[src/rtl/punc_control_fsm_if.sv]
// Control interface between the PUnC controller and its datapath.
// The controller is the master: it observes ir_out/nzp_match and drives every strobe and select.
interface punc_control_fsm_if;
  logic [15:0] ir_out;
  logic        nzp_match;

  logic        pc_ld;
  logic        pc_clr;
  logic        pc_inc;
  logic [1:0]  pc_sel;
  logic        ir_ld;
  logic        ir_clr;
  logic        mem_rd;
  logic        mem_wr;
  logic [1:0]  mem_r_addr_sel;
  logic [1:0]  mem_w_addr_sel;
  logic [1:0]  rf_w_data_sel;
  logic        rf_w_addr_sel;
  logic        rf_w_wr;
  logic        rf_rp_addr_sel;
  logic        rf_rp_rd;
  logic        rf_rq_rd;
  logic        temp_ld;
  logic        nzp_ld;
  logic        nzp_clr;
  logic [1:0]  alu_sel;
  logic        alu_first_val_sel;
  logic        halted;

  modport master (
    input  ir_out, nzp_match,
    output pc_ld, pc_clr, pc_inc, pc_sel, ir_ld, ir_clr, mem_rd, mem_wr,
           mem_r_addr_sel, mem_w_addr_sel, rf_w_data_sel, rf_w_addr_sel, rf_w_wr,
           rf_rp_addr_sel, rf_rp_rd, rf_rq_rd, temp_ld, nzp_ld, nzp_clr,
           alu_sel, alu_first_val_sel, halted
  );

  modport slave (
    output ir_out, nzp_match,
    input  pc_ld, pc_clr, pc_inc, pc_sel, ir_ld, ir_clr, mem_rd, mem_wr,
           mem_r_addr_sel, mem_w_addr_sel, rf_w_data_sel, rf_w_addr_sel, rf_w_wr,
           rf_rp_addr_sel, rf_rp_rd, rf_rq_rd, temp_ld, nzp_ld, nzp_clr,
           alu_sel, alu_first_val_sel, halted
  );
endinterface

[src/rtl/punc_control_fsm.sv]
// Multicycle sequencer for the PUnC LC3 core.
//
//   state  | meaning
//   INIT   | clear PC, IR and condition codes
//   FETCH  | IR <= mem[PC], PC <= PC + 1
//   DECODE | settle IR; HALT_OP goes to HALT
//   EXEC   | perform the instruction (first access for LDI/STI)
//   EXEC2  | second memory access of LDI/STI through temp
//   HALT   | halted, no strobes until reset
module punc_control_fsm #(
  parameter logic [3:0] HALT_OP = 4'b1111,
  parameter bit         LEA_CC  = 1'b0
) (
  input logic                 clk,
  input logic                 rst,
  punc_control_fsm_if.master  ctl
);

  typedef enum logic [2:0] {
    INIT   = 3'd0,
    FETCH  = 3'd1,
    DECODE = 3'd2,
    EXEC   = 3'd3,
    EXEC2  = 3'd4,
    HALT   = 3'd5
  } state_t;

  localparam logic [3:0] OP_BR   = 4'b0000;
  localparam logic [3:0] OP_ADD  = 4'b0001;
  localparam logic [3:0] OP_LD   = 4'b0010;
  localparam logic [3:0] OP_ST   = 4'b0011;
  localparam logic [3:0] OP_JSR  = 4'b0100;
  localparam logic [3:0] OP_AND  = 4'b0101;
  localparam logic [3:0] OP_LDR  = 4'b0110;
  localparam logic [3:0] OP_STR  = 4'b0111;
  localparam logic [3:0] OP_NOT  = 4'b1001;
  localparam logic [3:0] OP_LDI  = 4'b1010;
  localparam logic [3:0] OP_STI  = 4'b1011;
  localparam logic [3:0] OP_JMP  = 4'b1100;
  localparam logic [3:0] OP_LEA  = 4'b1110;

  state_t     state;
  state_t     state_nxt;
  logic [3:0] opcode;

  assign opcode = ctl.ir_out[15:12];

  // State register; reset forces INIT immediately.
  always_ff @(posedge clk or negedge rst) begin
    if (!rst) state <= INIT;
    else      state <= state_nxt;
  end

  // Instruction sequencing.
  always_comb begin
    state_nxt = state;
    case (state)
      INIT:    state_nxt = FETCH;
      FETCH:   state_nxt = DECODE;
      DECODE:  state_nxt = (opcode == HALT_OP) ? HALT : EXEC;
      EXEC:    state_nxt = (opcode == OP_LDI || opcode == OP_STI) ? EXEC2 : FETCH;
      EXEC2:   state_nxt = FETCH;
      HALT:    state_nxt = HALT;
      default: state_nxt = INIT;
    endcase
  end

  // Datapath controls from state and IR; everything is forced low while reset is held.
  always_comb begin
    ctl.pc_ld             = 1'b0;
    ctl.pc_clr            = 1'b0;
    ctl.pc_inc            = 1'b0;
    ctl.pc_sel            = 2'd0;
    ctl.ir_ld             = 1'b0;
    ctl.ir_clr            = 1'b0;
    ctl.mem_rd            = 1'b0;
    ctl.mem_wr            = 1'b0;
    ctl.mem_r_addr_sel    = 2'd0;
    ctl.mem_w_addr_sel    = 2'd0;
    ctl.rf_w_data_sel     = 2'd0;
    ctl.rf_w_addr_sel     = 1'b0;
    ctl.rf_w_wr           = 1'b0;
    ctl.rf_rp_addr_sel    = 1'b0;
    ctl.rf_rp_rd          = 1'b0;
    ctl.rf_rq_rd          = 1'b0;
    ctl.temp_ld           = 1'b0;
    ctl.nzp_ld            = 1'b0;
    ctl.nzp_clr           = 1'b0;
    ctl.alu_sel           = 2'd0;
    ctl.alu_first_val_sel = 1'b0;
    ctl.halted            = 1'b0;
    if (rst) begin
      case (state)
        INIT: begin
          ctl.pc_clr  = 1'b1;
          ctl.ir_clr  = 1'b1;
          ctl.nzp_clr = 1'b1;
        end
        FETCH: begin
          ctl.mem_rd         = 1'b1;
          ctl.mem_r_addr_sel = 2'd0;
          ctl.ir_ld          = 1'b1;
          ctl.pc_inc         = 1'b1;
        end
        EXEC: begin
          case (opcode)
            OP_ADD, OP_AND: begin
              ctl.rf_rp_rd          = 1'b1;
              ctl.rf_rq_rd          = 1'b1;
              ctl.alu_sel           = (opcode == OP_AND) ? 2'd1 : 2'd0;
              ctl.alu_first_val_sel = ctl.ir_out[5];
              ctl.rf_w_wr           = 1'b1;
              ctl.nzp_ld            = 1'b1;
            end
            OP_NOT: begin
              ctl.rf_rp_rd = 1'b1;
              ctl.alu_sel  = 2'd2;
              ctl.rf_w_wr  = 1'b1;
              ctl.nzp_ld   = 1'b1;
            end
            // nzp_match is already zero for an empty nzp field; the extra term keeps BR-never safe.
            OP_BR: begin
              ctl.pc_sel = 2'd0;
              ctl.pc_ld  = ctl.nzp_match && (ctl.ir_out[11:9] != 3'b000);
            end
            OP_JMP: begin
              ctl.rf_rp_rd = 1'b1;
              ctl.pc_sel   = 2'd2;
              ctl.pc_ld    = 1'b1;
            end
            // R7 write and PC load share the cycle, so JSRR R7 jumps through the old R7.
            OP_JSR: begin
              ctl.rf_w_wr       = 1'b1;
              ctl.rf_w_addr_sel = 1'b1;
              ctl.rf_w_data_sel = 2'd3;
              ctl.pc_ld         = 1'b1;
              ctl.pc_sel        = ctl.ir_out[11] ? 2'd1 : 2'd2;
              ctl.rf_rp_rd      = ~ctl.ir_out[11];
            end
            OP_LD, OP_LDR: begin
              ctl.mem_rd         = 1'b1;
              ctl.mem_r_addr_sel = (opcode == OP_LDR) ? 2'd2 : 2'd1;
              ctl.rf_rq_rd       = (opcode == OP_LDR);
              ctl.rf_w_wr        = 1'b1;
              ctl.rf_w_data_sel  = 2'd1;
              ctl.nzp_ld         = 1'b1;
            end
            OP_LEA: begin
              ctl.rf_w_wr       = 1'b1;
              ctl.rf_w_data_sel = 2'd2;
              ctl.nzp_ld        = LEA_CC;
            end
            OP_ST, OP_STR: begin
              ctl.rf_rp_rd       = 1'b1;
              ctl.rf_rp_addr_sel = 1'b1;
              ctl.rf_rq_rd       = (opcode == OP_STR);
              ctl.mem_wr         = 1'b1;
              ctl.mem_w_addr_sel = (opcode == OP_STR) ? 2'd2 : 2'd1;
            end
            OP_LDI, OP_STI: begin
              ctl.mem_rd         = 1'b1;
              ctl.mem_r_addr_sel = 2'd1;
              ctl.temp_ld        = 1'b1;
            end
            default: ;
          endcase
        end
        EXEC2: begin
          if (opcode == OP_LDI) begin
            ctl.mem_rd         = 1'b1;
            ctl.mem_r_addr_sel = 2'd3;
            ctl.rf_w_wr        = 1'b1;
            ctl.rf_w_data_sel  = 2'd1;
            ctl.nzp_ld         = 1'b1;
          end else begin
            ctl.rf_rp_rd       = 1'b1;
            ctl.rf_rp_addr_sel = 1'b1;
            ctl.mem_wr         = 1'b1;
            ctl.mem_w_addr_sel = 2'd3;
          end
        end
        HALT:    ctl.halted = 1'b1;
        default: ;
      endcase
    end
  end

endmodule

[src/flat_wrapper.sv]
// flat-port wrapper written by rule: the top's interface ports become plain ports
module punc_control_fsm_flat 
#(
  parameter logic [3:0] HALT_OP = 4'b1111,
  parameter bit         LEA_CC  = 1'b0
)
  (clk, rst, ctl_ir_out, ctl_nzp_match, ctl_pc_ld, ctl_pc_clr, ctl_pc_inc, ctl_pc_sel, ctl_ir_ld, ctl_ir_clr, ctl_mem_rd, ctl_mem_wr, ctl_mem_r_addr_sel, ctl_mem_w_addr_sel, ctl_rf_w_data_sel, ctl_rf_w_addr_sel, ctl_rf_w_wr, ctl_rf_rp_addr_sel, ctl_rf_rp_rd, ctl_rf_rq_rd, ctl_temp_ld, ctl_nzp_ld, ctl_nzp_clr, ctl_alu_sel, ctl_alu_first_val_sel, ctl_halted);
  punc_control_fsm_if ctl_i ();
  input logic clk;
  input logic rst;
  input wire logic [$bits(ctl_i.ir_out)-1:0] ctl_ir_out;
  input wire logic [$bits(ctl_i.nzp_match)-1:0] ctl_nzp_match;
  output wire logic [$bits(ctl_i.pc_ld)-1:0] ctl_pc_ld;
  output wire logic [$bits(ctl_i.pc_clr)-1:0] ctl_pc_clr;
  output wire logic [$bits(ctl_i.pc_inc)-1:0] ctl_pc_inc;
  output wire logic [$bits(ctl_i.pc_sel)-1:0] ctl_pc_sel;
  output wire logic [$bits(ctl_i.ir_ld)-1:0] ctl_ir_ld;
  output wire logic [$bits(ctl_i.ir_clr)-1:0] ctl_ir_clr;
  output wire logic [$bits(ctl_i.mem_rd)-1:0] ctl_mem_rd;
  output wire logic [$bits(ctl_i.mem_wr)-1:0] ctl_mem_wr;
  output wire logic [$bits(ctl_i.mem_r_addr_sel)-1:0] ctl_mem_r_addr_sel;
  output wire logic [$bits(ctl_i.mem_w_addr_sel)-1:0] ctl_mem_w_addr_sel;
  output wire logic [$bits(ctl_i.rf_w_data_sel)-1:0] ctl_rf_w_data_sel;
  output wire logic [$bits(ctl_i.rf_w_addr_sel)-1:0] ctl_rf_w_addr_sel;
  output wire logic [$bits(ctl_i.rf_w_wr)-1:0] ctl_rf_w_wr;
  output wire logic [$bits(ctl_i.rf_rp_addr_sel)-1:0] ctl_rf_rp_addr_sel;
  output wire logic [$bits(ctl_i.rf_rp_rd)-1:0] ctl_rf_rp_rd;
  output wire logic [$bits(ctl_i.rf_rq_rd)-1:0] ctl_rf_rq_rd;
  output wire logic [$bits(ctl_i.temp_ld)-1:0] ctl_temp_ld;
  output wire logic [$bits(ctl_i.nzp_ld)-1:0] ctl_nzp_ld;
  output wire logic [$bits(ctl_i.nzp_clr)-1:0] ctl_nzp_clr;
  output wire logic [$bits(ctl_i.alu_sel)-1:0] ctl_alu_sel;
  output wire logic [$bits(ctl_i.alu_first_val_sel)-1:0] ctl_alu_first_val_sel;
  output wire logic [$bits(ctl_i.halted)-1:0] ctl_halted;
  assign ctl_i.ir_out = ctl_ir_out;
  assign ctl_i.nzp_match = ctl_nzp_match;
  assign ctl_pc_ld = ctl_i.pc_ld;
  assign ctl_pc_clr = ctl_i.pc_clr;
  assign ctl_pc_inc = ctl_i.pc_inc;
  assign ctl_pc_sel = ctl_i.pc_sel;
  assign ctl_ir_ld = ctl_i.ir_ld;
  assign ctl_ir_clr = ctl_i.ir_clr;
  assign ctl_mem_rd = ctl_i.mem_rd;
  assign ctl_mem_wr = ctl_i.mem_wr;
  assign ctl_mem_r_addr_sel = ctl_i.mem_r_addr_sel;
  assign ctl_mem_w_addr_sel = ctl_i.mem_w_addr_sel;
  assign ctl_rf_w_data_sel = ctl_i.rf_w_data_sel;
  assign ctl_rf_w_addr_sel = ctl_i.rf_w_addr_sel;
  assign ctl_rf_w_wr = ctl_i.rf_w_wr;
  assign ctl_rf_rp_addr_sel = ctl_i.rf_rp_addr_sel;
  assign ctl_rf_rp_rd = ctl_i.rf_rp_rd;
  assign ctl_rf_rq_rd = ctl_i.rf_rq_rd;
  assign ctl_temp_ld = ctl_i.temp_ld;
  assign ctl_nzp_ld = ctl_i.nzp_ld;
  assign ctl_nzp_clr = ctl_i.nzp_clr;
  assign ctl_alu_sel = ctl_i.alu_sel;
  assign ctl_alu_first_val_sel = ctl_i.alu_first_val_sel;
  assign ctl_halted = ctl_i.halted;
  punc_control_fsm #(.HALT_OP(HALT_OP), .LEA_CC(LEA_CC)) u_core (.clk(clk), .rst(rst), .ctl(ctl_i));
endmodule
[config.mk]
export PLATFORM = sky130hd
export DESIGN_NAME = punc_control_fsm_flat
export DESIGN_NICKNAME = d
export VERILOG_FILES = /design/src/rtl/punc_control_fsm_if.sv /design/src/rtl/punc_control_fsm.sv /design/src/flat_wrapper.sv
export SDC_FILE = /design/constraint.sdc
export NUM_CORES = 1
export LEC_CHECK = 0
export CAP_MARGIN = 20
export CORE_UTILIZATION = 30
export CTS_CLUSTER_DIAMETER = 40
export DETAILED_ROUTE_END_ITERATION = 10
export PLACE_DENSITY = 0.72
export SLEW_MARGIN = 20
export SYNTH_ARGS = -nofsm -noshare
export SYNTH_HDL_FRONTEND = slang
export SYNTH_SLANG_ARGS = --single-unit
[constraint.sdc]
create_clock -name clk -period 1.3 [get_ports clk]
set_input_delay 0.13 -clock clk [delete_from_list [all_inputs] [get_ports clk]]
set_output_delay 0.13 -clock clk [all_outputs]
set_load 0.01 [all_outputs]
==> impl_metrics.yaml <==
route:
  routed_via_density: 5.44
  routed_wl_mm: 3.79
  drt_iter0_drc: 27
  wl_per_cell_um: 18.2
  dr_total_vias: 1136
  ant_nets: 0
  first_pass_iters: 8
  drc: 1
yosys:
  synth-edff-count: 0
  yosysWarnings: 0
  avgSynthCellArea_um2: 6.73
  ys_ff_latch: 3
  synth_top_family_by_area: "simple AND/OR/NAND/NOR gates"
  synth_compound_area_share_pct: 28.1
  async_reset_ff_share_pct: 100
  synth_area_um2: 619
  synthSimpleGateAreaFrac_pct: 47.1
  syn_nets: 111
  ys.flop_type: "dfrtp_1"
  ys_types: 39
  synth_mux_area_share_pct: 0
  yosys.area_share.xor_xnor_pct: 1.41
  synth_fa_ha_area_share_pct: 0
  seq_area_frac_synth_pct: 12.1
  syn_inst: 92
final_layout:
  drive_above_1_share_pct: 70.9
  area_delta_synth_final_pct: 165
  largestRegisters: "u_core.state (3)"
  final-seq-area_um2: 76.3
  final_cell_mix: "buf_4, buf_6, buf_2"
  instances_no_fill: 209
  utilization_pct: 84.5
  largest_register: "u_core.state"
  final_common_cell: "buf_4"
  fin_nets: 202
  multiInputGateArea_um2: 696
  fill_cells: 109
  largest_reg_flops: 3
  antenna_cells: 0
status:
  violations: "design-rule violations, negative setup slack"
  outcome: "finished with violations"
placement:
  numPortBuffers: 37
  dp_worst_setup_slack_ps: -871
  placed_cells: 172
  gp_congestion: 0.790
  dp_hpwl_mm: 1.80
sta:
  finalSetupViolCount: 28
  worstMarginPinSlew_ps: 269
  fmax_mhz: 545
  drv_slew: 0
  fin_ws_ps: -535
  layout_min_cycle_time_ps: 1830
  finalHoldViolCount: 0
  finalClockSkew_ps: 4.74
  maxSlewHeadroom_pct: 82.0
  post-route-period-util_pct: 141
  rsz0062_at_grt: "yes"
  whs_ps: 60.6
grt:
  grt.total_usage_pct: 29.0
  antenna_found_initial: 0
  grt_pass1_wl_mm: 4.64
  first_global_vias: 1023
  gr-total-overflow: 0
  grt_max_degree: 14
clock_network:
  clk-insertion-delay-late_ps: 230
  h-tree-depth: 1
  numCtsBuffers: 3
  clk_pin_slew_ps: 40
  cts_buffer_depth: 2
  ctsRootBufferMaster: "clkbuf_4"
  cts_tree: "done"
  clock_sinks: 3
power_and_ir_drop:
  cellPowerDensity_mw_per_mm2: 1240
  power_mw: 2.04
  peakVddDrop_mv: 1.39
  p_leak_nw: 0.810
setup_path:
  arrival_ps: 1700
  worstRegToRegCells: 8
  path_class: "reg2out"
  rrSetupSlack_ps: -80
  crit_required_ps: 1170
  end_kind: "output port"
  critPathLaunchType: "flop"
  crit_fanout: 2
floorplanning:
  io_pins: 46
  rows: 16
  die_h_um: 47.4
  dieArea_mm2: 0.00225
  fp.coreArea_mm2: 0.00194
  fp.dieW_um: 47.4
  start_util_pct: 31.9
min_path:
  hp-class: "in2async"
job:
  max_cap_violations: 0
final timing paths:
path,from,end
max in group asynchronous,rst,u_core.state[2]$_DFF_PN0_
hold / removal,rst,u_core.state[0]$_DFF_PN0_
min in group clk,u_core.state[2]$_DFF_PN0_,u_core.state[1]$_DFF_PN0_
hold reg to reg,u_core.state[2]$_DFF_PN0_,u_core.state[1]$_DFF_PN0_
setup / recovery,u_core.state[1]$_DFF_PN0_,ctl_mem_r_addr_sel[0]
setup reg to reg,u_core.state[1]$_DFF_PN0_,u_core.state[1]$_DFF_PN0_
per-layer routing:
layer	vias to the layer above	GRT usage, %	wire length, µm
met3	16	1.51	189
met4	0	9.71	145
met5	-	0	0
met1	545	34.3	1540
li1	516	-	-
met2	59	54.8	1920
cell type report:
type	instances	area share (%)
clock buffers	4	1.60
inverters	3	0.839
multi-input cells	76	42.4
flip-flops and latches	3	4.65
well taps	27	2.06
repair buffers	96	48.4
report_power, final:
group	total [mW]	leakage, nW	internal, mW	switching (mW)
combinational	1.70	0.760	0.937	0.759
sequential	0.179	0.0353	0.134	0.0450
clock	0.167	0.0150	0.115	0.0513
what timing repair did:
item,in CTS,in global routing
hold endpoints to repair,0,0
gates cloned,1,0
setup buffers,21,12
resized for setup,155,36
hold buffers,0,0
pin swaps,16,17
setup endpoints to repair,27,29
synthesized netlist by cell type, types with 2 or more instances:
master	n	area share, %
nand2_1	11	6.7
nand2b_1	7	7.1
nor2_1	7	4.2
o21ai_0	6	4.8
nor2b_1	5	5.1
nor3_1	5	4.0
buf_2	4	3.2
buf_4	4	4.8
a21oi_1	3	2.4
dfrtp_1	3	12
inv_1	3	1.8
a21boi_0	2	2.4
and2_1	2	2.0
nand3_1	2	1.6
nand4b_1	2	2.8
o21a_1	2	2.4
o22ai_1	2	2.0
kinds of logic (layout without fill, tap and decap cells):
logic type | count (synthesis) | in the layout
compound gates | 25 | 25
xor+xnor | 1 | 1
buf+inv | 13 | 103
flops | 3 | 3
simple gates | 50 | 50
through the flow:
step	setup TNS [ps]	cell area, µm²
CTS	-7940	1430
global placement	-17800	1210
global route	-11230	1640
floorplan	-473	673
finish	-9790	1640
detailed placement	-18540	1210
worst max-delay path, stage by stage (launching register included):
cell and delay (ps):
dfrtp_1 410, nand2b_4 160, or4_4 550, a211oi_4 200, buf_2 160
Note: power is estimated with default switching activity, not from simulation.
